==> src/rtl/fir_mac_sequencer.sv <==
// fir_mac_sequencer: time-multiplexed FIR filter built around a single
// multiply-accumulate unit. Each accepted sample is written into a circular
// delay line. An external coefficient ROM is then stepped once per tap, and
// the scaled sum is presented with a one-cycle output_ready pulse.
// Optional build macro FIR_SATURATE_EN: when defined, the scaled result is
// clamped to the signed DATA_W range. When it is undefined, the result wraps
// to its low DATA_W bits.
module fir_mac_sequencer #(
    parameter int DATA_W    = 24,
    parameter int COEF_W    = 16,
    parameter int NTAPS     = 16,
    parameter int COEF_FRAC = 15
) (
    input  logic                     ck,
    input  logic                     rst,
    input  logic signed [DATA_W-1:0] in,
    input  logic                     input_ready,
    output logic [$clog2(NTAPS)-1:0] coef_addr,
    input  logic signed [COEF_W-1:0] coef_data,
    output logic signed [DATA_W-1:0] out,
    output logic                     output_ready,
    output logic                     busy,
    output logic                     overrun
);

    localparam int AW     = $clog2(NTAPS);
    localparam int PROD_W = DATA_W + COEF_W;
    localparam int ACC_W  = PROD_W + AW;

    localparam logic [AW-1:0] ONE       = AW'(1);
    localparam logic [AW-1:0] LAST_TAP  = AW'(NTAPS - 1);
    localparam logic [AW-1:0] TAPS_MOD  = AW'(NTAPS);

    typedef enum logic [1:0] {
        IDLE,
        MAC,
        DRAIN,
        DONE
    } state_t;

    state_t                    state;
    logic                      prev_rdy;
    logic signed [DATA_W-1:0]  delay_line [NTAPS];
    logic [AW-1:0]             wr_ptr;
    logic [AW-1:0]             base;
    logic [AW-1:0]             k;
    logic signed [DATA_W-1:0]  sample_q;
    logic signed [ACC_W-1:0]   acc;

    logic                      strobe_edge;
    logic [AW-1:0]             rd_idx;
    logic [AW-1:0]             wr_next;
    logic signed [PROD_W-1:0]  product;
    logic signed [ACC_W-1:0]   acc_sum;
    logic signed [DATA_W-1:0]  result;

    // A strobe held high for several cycles counts as a single sample.
    assign strobe_edge = input_ready & ~prev_rdy;

    // The ROM data lags its address by one cycle, so the product always pairs
    // this cycle's coefficient with the sample fetched in the previous cycle.
    assign product = PROD_W'(coef_data) * PROD_W'(sample_q);
    assign acc_sum = acc + ACC_W'(product);

    // Walk backwards from the newest sample, wrapping around the circular buffer.
    always_comb begin
        rd_idx = base - k;
        if (base < k) begin
            rd_idx = base - k + TAPS_MOD;
        end
        wr_next = wr_ptr + ONE;
        if (wr_ptr == LAST_TAP) begin
            wr_next = '0;
        end
    end

`ifdef FIR_SATURATE_EN
    localparam logic signed [ACC_W-1:0] MAX_V = {{(ACC_W-DATA_W+1){1'b0}}, {(DATA_W-1){1'b1}}};
    localparam logic signed [ACC_W-1:0] MIN_V = {{(ACC_W-DATA_W+1){1'b1}}, {(DATA_W-1){1'b0}}};

    logic signed [ACC_W-1:0] scaled;
    assign scaled = acc_sum >>> COEF_FRAC;

    // Clamp the floor-scaled sum into the representable output range.
    always_comb begin
        result = scaled[DATA_W-1:0];
        if (scaled > MAX_V) begin
            result = MAX_V[DATA_W-1:0];
        end else if (scaled < MIN_V) begin
            result = MIN_V[DATA_W-1:0];
        end
    end
`else
    assign result = DATA_W'(acc_sum >>> COEF_FRAC);
`endif

    // Sequencer: capture sample, step through the taps, drain the pipeline, publish.
    always_ff @(posedge ck) begin
        if (rst) begin
            state        <= IDLE;
            prev_rdy     <= 1'b0;
            wr_ptr       <= '0;
            base         <= '0;
            k            <= '0;
            sample_q     <= '0;
            acc          <= '0;
            out          <= '0;
            output_ready <= 1'b0;
            busy         <= 1'b0;
            overrun      <= 1'b0;
            coef_addr    <= '0;
            for (int i = 0; i < NTAPS; i++) begin
                delay_line[i] <= '0;
            end
        end else begin
            prev_rdy     <= input_ready;
            output_ready <= 1'b0;
            if (strobe_edge && (state != IDLE)) begin
                overrun <= 1'b1;
            end
            case (state)
                IDLE: begin
                    if (strobe_edge) begin
                        delay_line[wr_ptr] <= in;
                        base      <= wr_ptr;
                        wr_ptr    <= wr_next;
                        acc       <= '0;
                        k         <= '0;
                        coef_addr <= '0;
                        busy      <= 1'b1;
                        state     <= MAC;
                    end
                end
                MAC: begin
                    sample_q <= delay_line[rd_idx];
                    if (k != '0) begin
                        acc <= acc_sum;
                    end
                    if (k == LAST_TAP) begin
                        state <= DRAIN;
                    end else begin
                        k         <= k + ONE;
                        coef_addr <= k + ONE;
                    end
                end
                DRAIN: begin
                    acc          <= acc_sum;
                    out          <= result;
                    output_ready <= 1'b1;
                    state        <= DONE;
                end
                DONE: begin
                    busy  <= 1'b0;
                    state <= IDLE;
                end
                default: begin
                    busy  <= 1'b0;
                    state <= IDLE;
                end
            endcase
        end
    end

endmodule

==> config.mk <==
export PLATFORM = sky130hd
export DESIGN_NAME = fir_mac_sequencer
export DESIGN_NICKNAME = d
export VERILOG_FILES = /design/src/rtl/fir_mac_sequencer.sv
export SDC_FILE = /design/constraint.sdc
export NUM_CORES = 2
export LEC_CHECK = 0
export BUFFER_PORTS_ARGS = -buffer_cell sky130_fd_sc_hd__buf_2
export CAP_MARGIN = 40
export CORE_MARGIN = 2
export CORE_UTILIZATION = 40
export DETAILED_ROUTE_END_ITERATION = 8
export HOLD_SLACK_MARGIN = 0.12
export PLACE_DENSITY = 0.68
export SYNTH_ARGS = -nofsm -noshare
export SYNTH_HDL_FRONTEND = slang
export SYNTH_SLANG_ARGS = --single-unit
==> constraint.sdc <==
create_clock -name ck -period 6.4 [get_ports ck]
set_input_delay 0.64 -clock ck [delete_from_list [all_inputs] [get_ports ck]]
set_output_delay 0.64 -clock ck [all_outputs]
set_load 0.02 [all_outputs]
==> qor.yml <==
end_kind: "flip-flop"
status: "completed"
rsz0062_at_grt: "true"
core_sq_um: 90000
dp_hpwl_um: 64900
ios: 74
drt-initial-drc-count: 2107
grt_overflow: 0
fin_area_sq_um: 41700
cp_slowest_stage_delay_ps: 560
start_util: 0.404
worstMarginPinSlew_ps: 957
fin_crit_sh: 0.994
min_path_cells: 2
drv_slew: 0
cp_slowest_cell: "fa_1"
synth_seq_cells: 489
io_buffers: 73
syn_avg_cell_area_sq_um: 11.3
netlist_area_sq_um: 36300
die_w_um: 305
dpl-instance-area_sq_um: 39300
async_flop_share: 0
drive_above_1_share: 0.185
track_usage: 0.207
syn_inst: 3222
cap_viol_max_count: 0
setup_violations: 0
num_vias: 24400
final_cell_mix: "inv_1, fa_1, edfxtp_1, nand2_1, and3_1"
path_class: "reg2reg"
die_height_um: 305
cts.sinks: 489
nFillCells: 8117
drc: 0
clock.fmax_mhz: 157
cts_max_path_buffers: 3
path_depth: 22
worst_path_most_repeated_cell: "fa_1"
area_growth_pct: 14.9
clock_skew_ps: 62.8
ys.flop_type: "edfxtp_1"
grt_max_degree: 101
cts_made_buffers: 55
antenna_found_initial: 7
cp.required_ps: 6930
die_area_sq_um: 93200
critPathBufInv: 5
cts_max_level: 2
final_common_cell: "inv_1"
grt_pass1_vias: 26000
cpLargestDelayFamily: "adder cells"
rows: 110
wire_per_inst_um: 20.8
first_pass_iters: 5
nNetsFinal: 3938
drt_wl_total_um: 95400
path_cells: "buf_6 -> buf_12 -> nand2_1 -> fa_1 -> inv_1 -> fa_1 -> fa_1 -> fa_1 -> fa_1 -> inv_2 -> fa_1 -> inv_2 -> ha_4 -> nand4_1 -> or4_1 -> a211o_1 -> o211a_4 -> o211a_4 -> o21bai_4 -> xor2_2 -> nand3_1 -> a21oi_2"
yosysUniqueCellTypes: 67
slew_headroom: 0.362
root_buffer: "clkbuf_16"
cp_max_fo: 6
grt_pass1_wl_um: 150000
holdBufCountCts: 0
synth_edf_count: 384
start_kind: "flip-flop"
path_clk_slew_ps: 60
viasPerCell: 5.33
ys_warn_count: 0
synth_seq_area_share: 0.375
arrival_ps: 6890
gp_congestion: 0.904
syn_nets: 3795
clk_latency_ps: 660
fin_crit_ps: 6360
reg2reg_depth: 22
hold_viol: 0
hold_class: "in2reg"
ant_nets: 0
tritoncts: "built"
[cell families (layout without fill, tap and decap cells)]
kind of cell	after synthesis	count (layout)	synth area share
DFF	489	489	0.375
and+or+nand+nor	1085	1085	0.158
adders and majority gates	530	530	0.266
muxes	139	139	0.0714
buffers and inverters	710	897	0.0738
xor gates and xnor gates	52	52	0.0127
other	0	2	0
AOI/OAI and AO/OA	217	217	0.0420
[final cells by class]
cell class,instances,area [sq um],area share
Tap cell,1176,1470,0.0352
Antenna cell,2,5.00,0.000120
Sequential cell,489,13700,0.328
Clock inverter,35,319,0.00764
Clock buffer,66,1450,0.0347
Timing Repair Buffer,317,2490,0.0596
Multi-Input combinational cell,2023,20500,0.492
Inverter,479,1800,0.0431
[worst reg2reg max path: stages (launching register included)]
cell and delay (ps):
dfxtp_4 450, buf_6 170, buf_12 110, nand2_1 50, fa_1 490, inv_1 50
fa_1 450, fa_1 520, fa_1 450, fa_1 510, inv_2 50, fa_1 560
inv_2 70, ha_4 270, nand4_1 130, or4_1 520, a211o_1 290, o211a_4 190
o211a_4 280, o21bai_4 160, xor2_2 200, nand3_1 120, a21oi_2 150
[synthesized netlist by cell type (all sizes together), types with 4 or more instances]
library cell,n,area share
or4b,4,0.0011
a211oi,30,0.0063
nand2,310,0.032
a21oi,43,0.0059
nand3b,6,0.0012
dfxtp,105,0.058
nor2b,4,0.00069
nor3b,4,0.00083
edfxtp,384,0.32
clkbuf,209,0.022
or2,4,0.00069
a21boi,4,0.00083
xnor2,33,0.0080
and2,278,0.048
xor2,19,0.0048
nor3,10,0.0014
a22oi,22,0.0045
o21a,7,0.0014
nand4,8,0.0014
o211ai,8,0.0018
nor2,118,0.012
ha,124,0.043
fa,406,0.22
a211o,7,0.0017
nand3,16,0.0023
buf,22,0.0027
o21ai,13,0.0018
nor4b,4,0.0011
o21bai,6,0.0016
nor4,4,0.00069
mux4,96,0.060
and3,295,0.051
mux2i,43,0.012
a31oi,28,0.0048
a21o,31,0.0064
nand2b,7,0.0012
inv,478,0.049
or3,5,0.00086
[stage by stage]
step | util | hold WS (ps) | setup TNS (ps) | std cells | setup WS [ps]
2_1_floorplan | - | 436 | 0 | 3222 | 11.9
3_3_place_gp | 0.435 | 444 | -12600 | 4461 | -580
3_5_place_dp | 0.437 | 454 | -13920 | 4467 | -611
4_1_cts | 0.457 | 238 | 0 | 4567 | 7.05
5_1_grt | 0.464 | 246 | -785 | 4587 | -130
6_report | 0.464 | 264 | 0 | 4587 | 38.1
[worst paths after layout]
path | from | endpoint | slack, ps
worst min-delay path | input_ready | prev_rdy$_SDFF_PP0_ | 260
worst max register to register | sample_q[7]$_SDFFE_PP0P_ | acc[32]$_SDFFE_PP0P_ | 40
worst min register to register | base[2]$_SDFFE_PP0P_ | base[2]$_SDFFE_PP0P_ | 460
worst max-delay path | sample_q[7]$_SDFFE_PP0P_ | acc[32]$_SDFFE_PP0P_ | 40
[per-layer routing]
layer | vias up | share of wire | track usage
met1 | 12500 | 0.41 | 0.269
met4 | 2 | 0.032 | 0.0601
met5 | - | 0.00014 | 0
met2 | 868 | 0.49 | 0.361
met3 | 188 | 0.068 | 0.0275
li1 | 10900 | - | -
[repair_timing]
| item | in CTS | in global routing |
|---|---|---|
| gates cloned | 0 | 1 |
| pin swaps | 25 | 63 |
| buffers inserted | 1 | 19 |
| endpoints found under the setup margin | 36 | 38 |
| resized for setup | 28 | 113 |
[registers in the layout, indices dropped and copies added (netlist names)]
signal	cells
delay_line	384
acc	39
out	24
sample_q	24
base	4
k	4
wr_ptr	4
state	2
busy	1
output_ready	1
overrun	1
prev_rdy	1
Power is not shown: default switching activity piles up to over one toggle a cycle in this logic, so the estimate is an artifact.
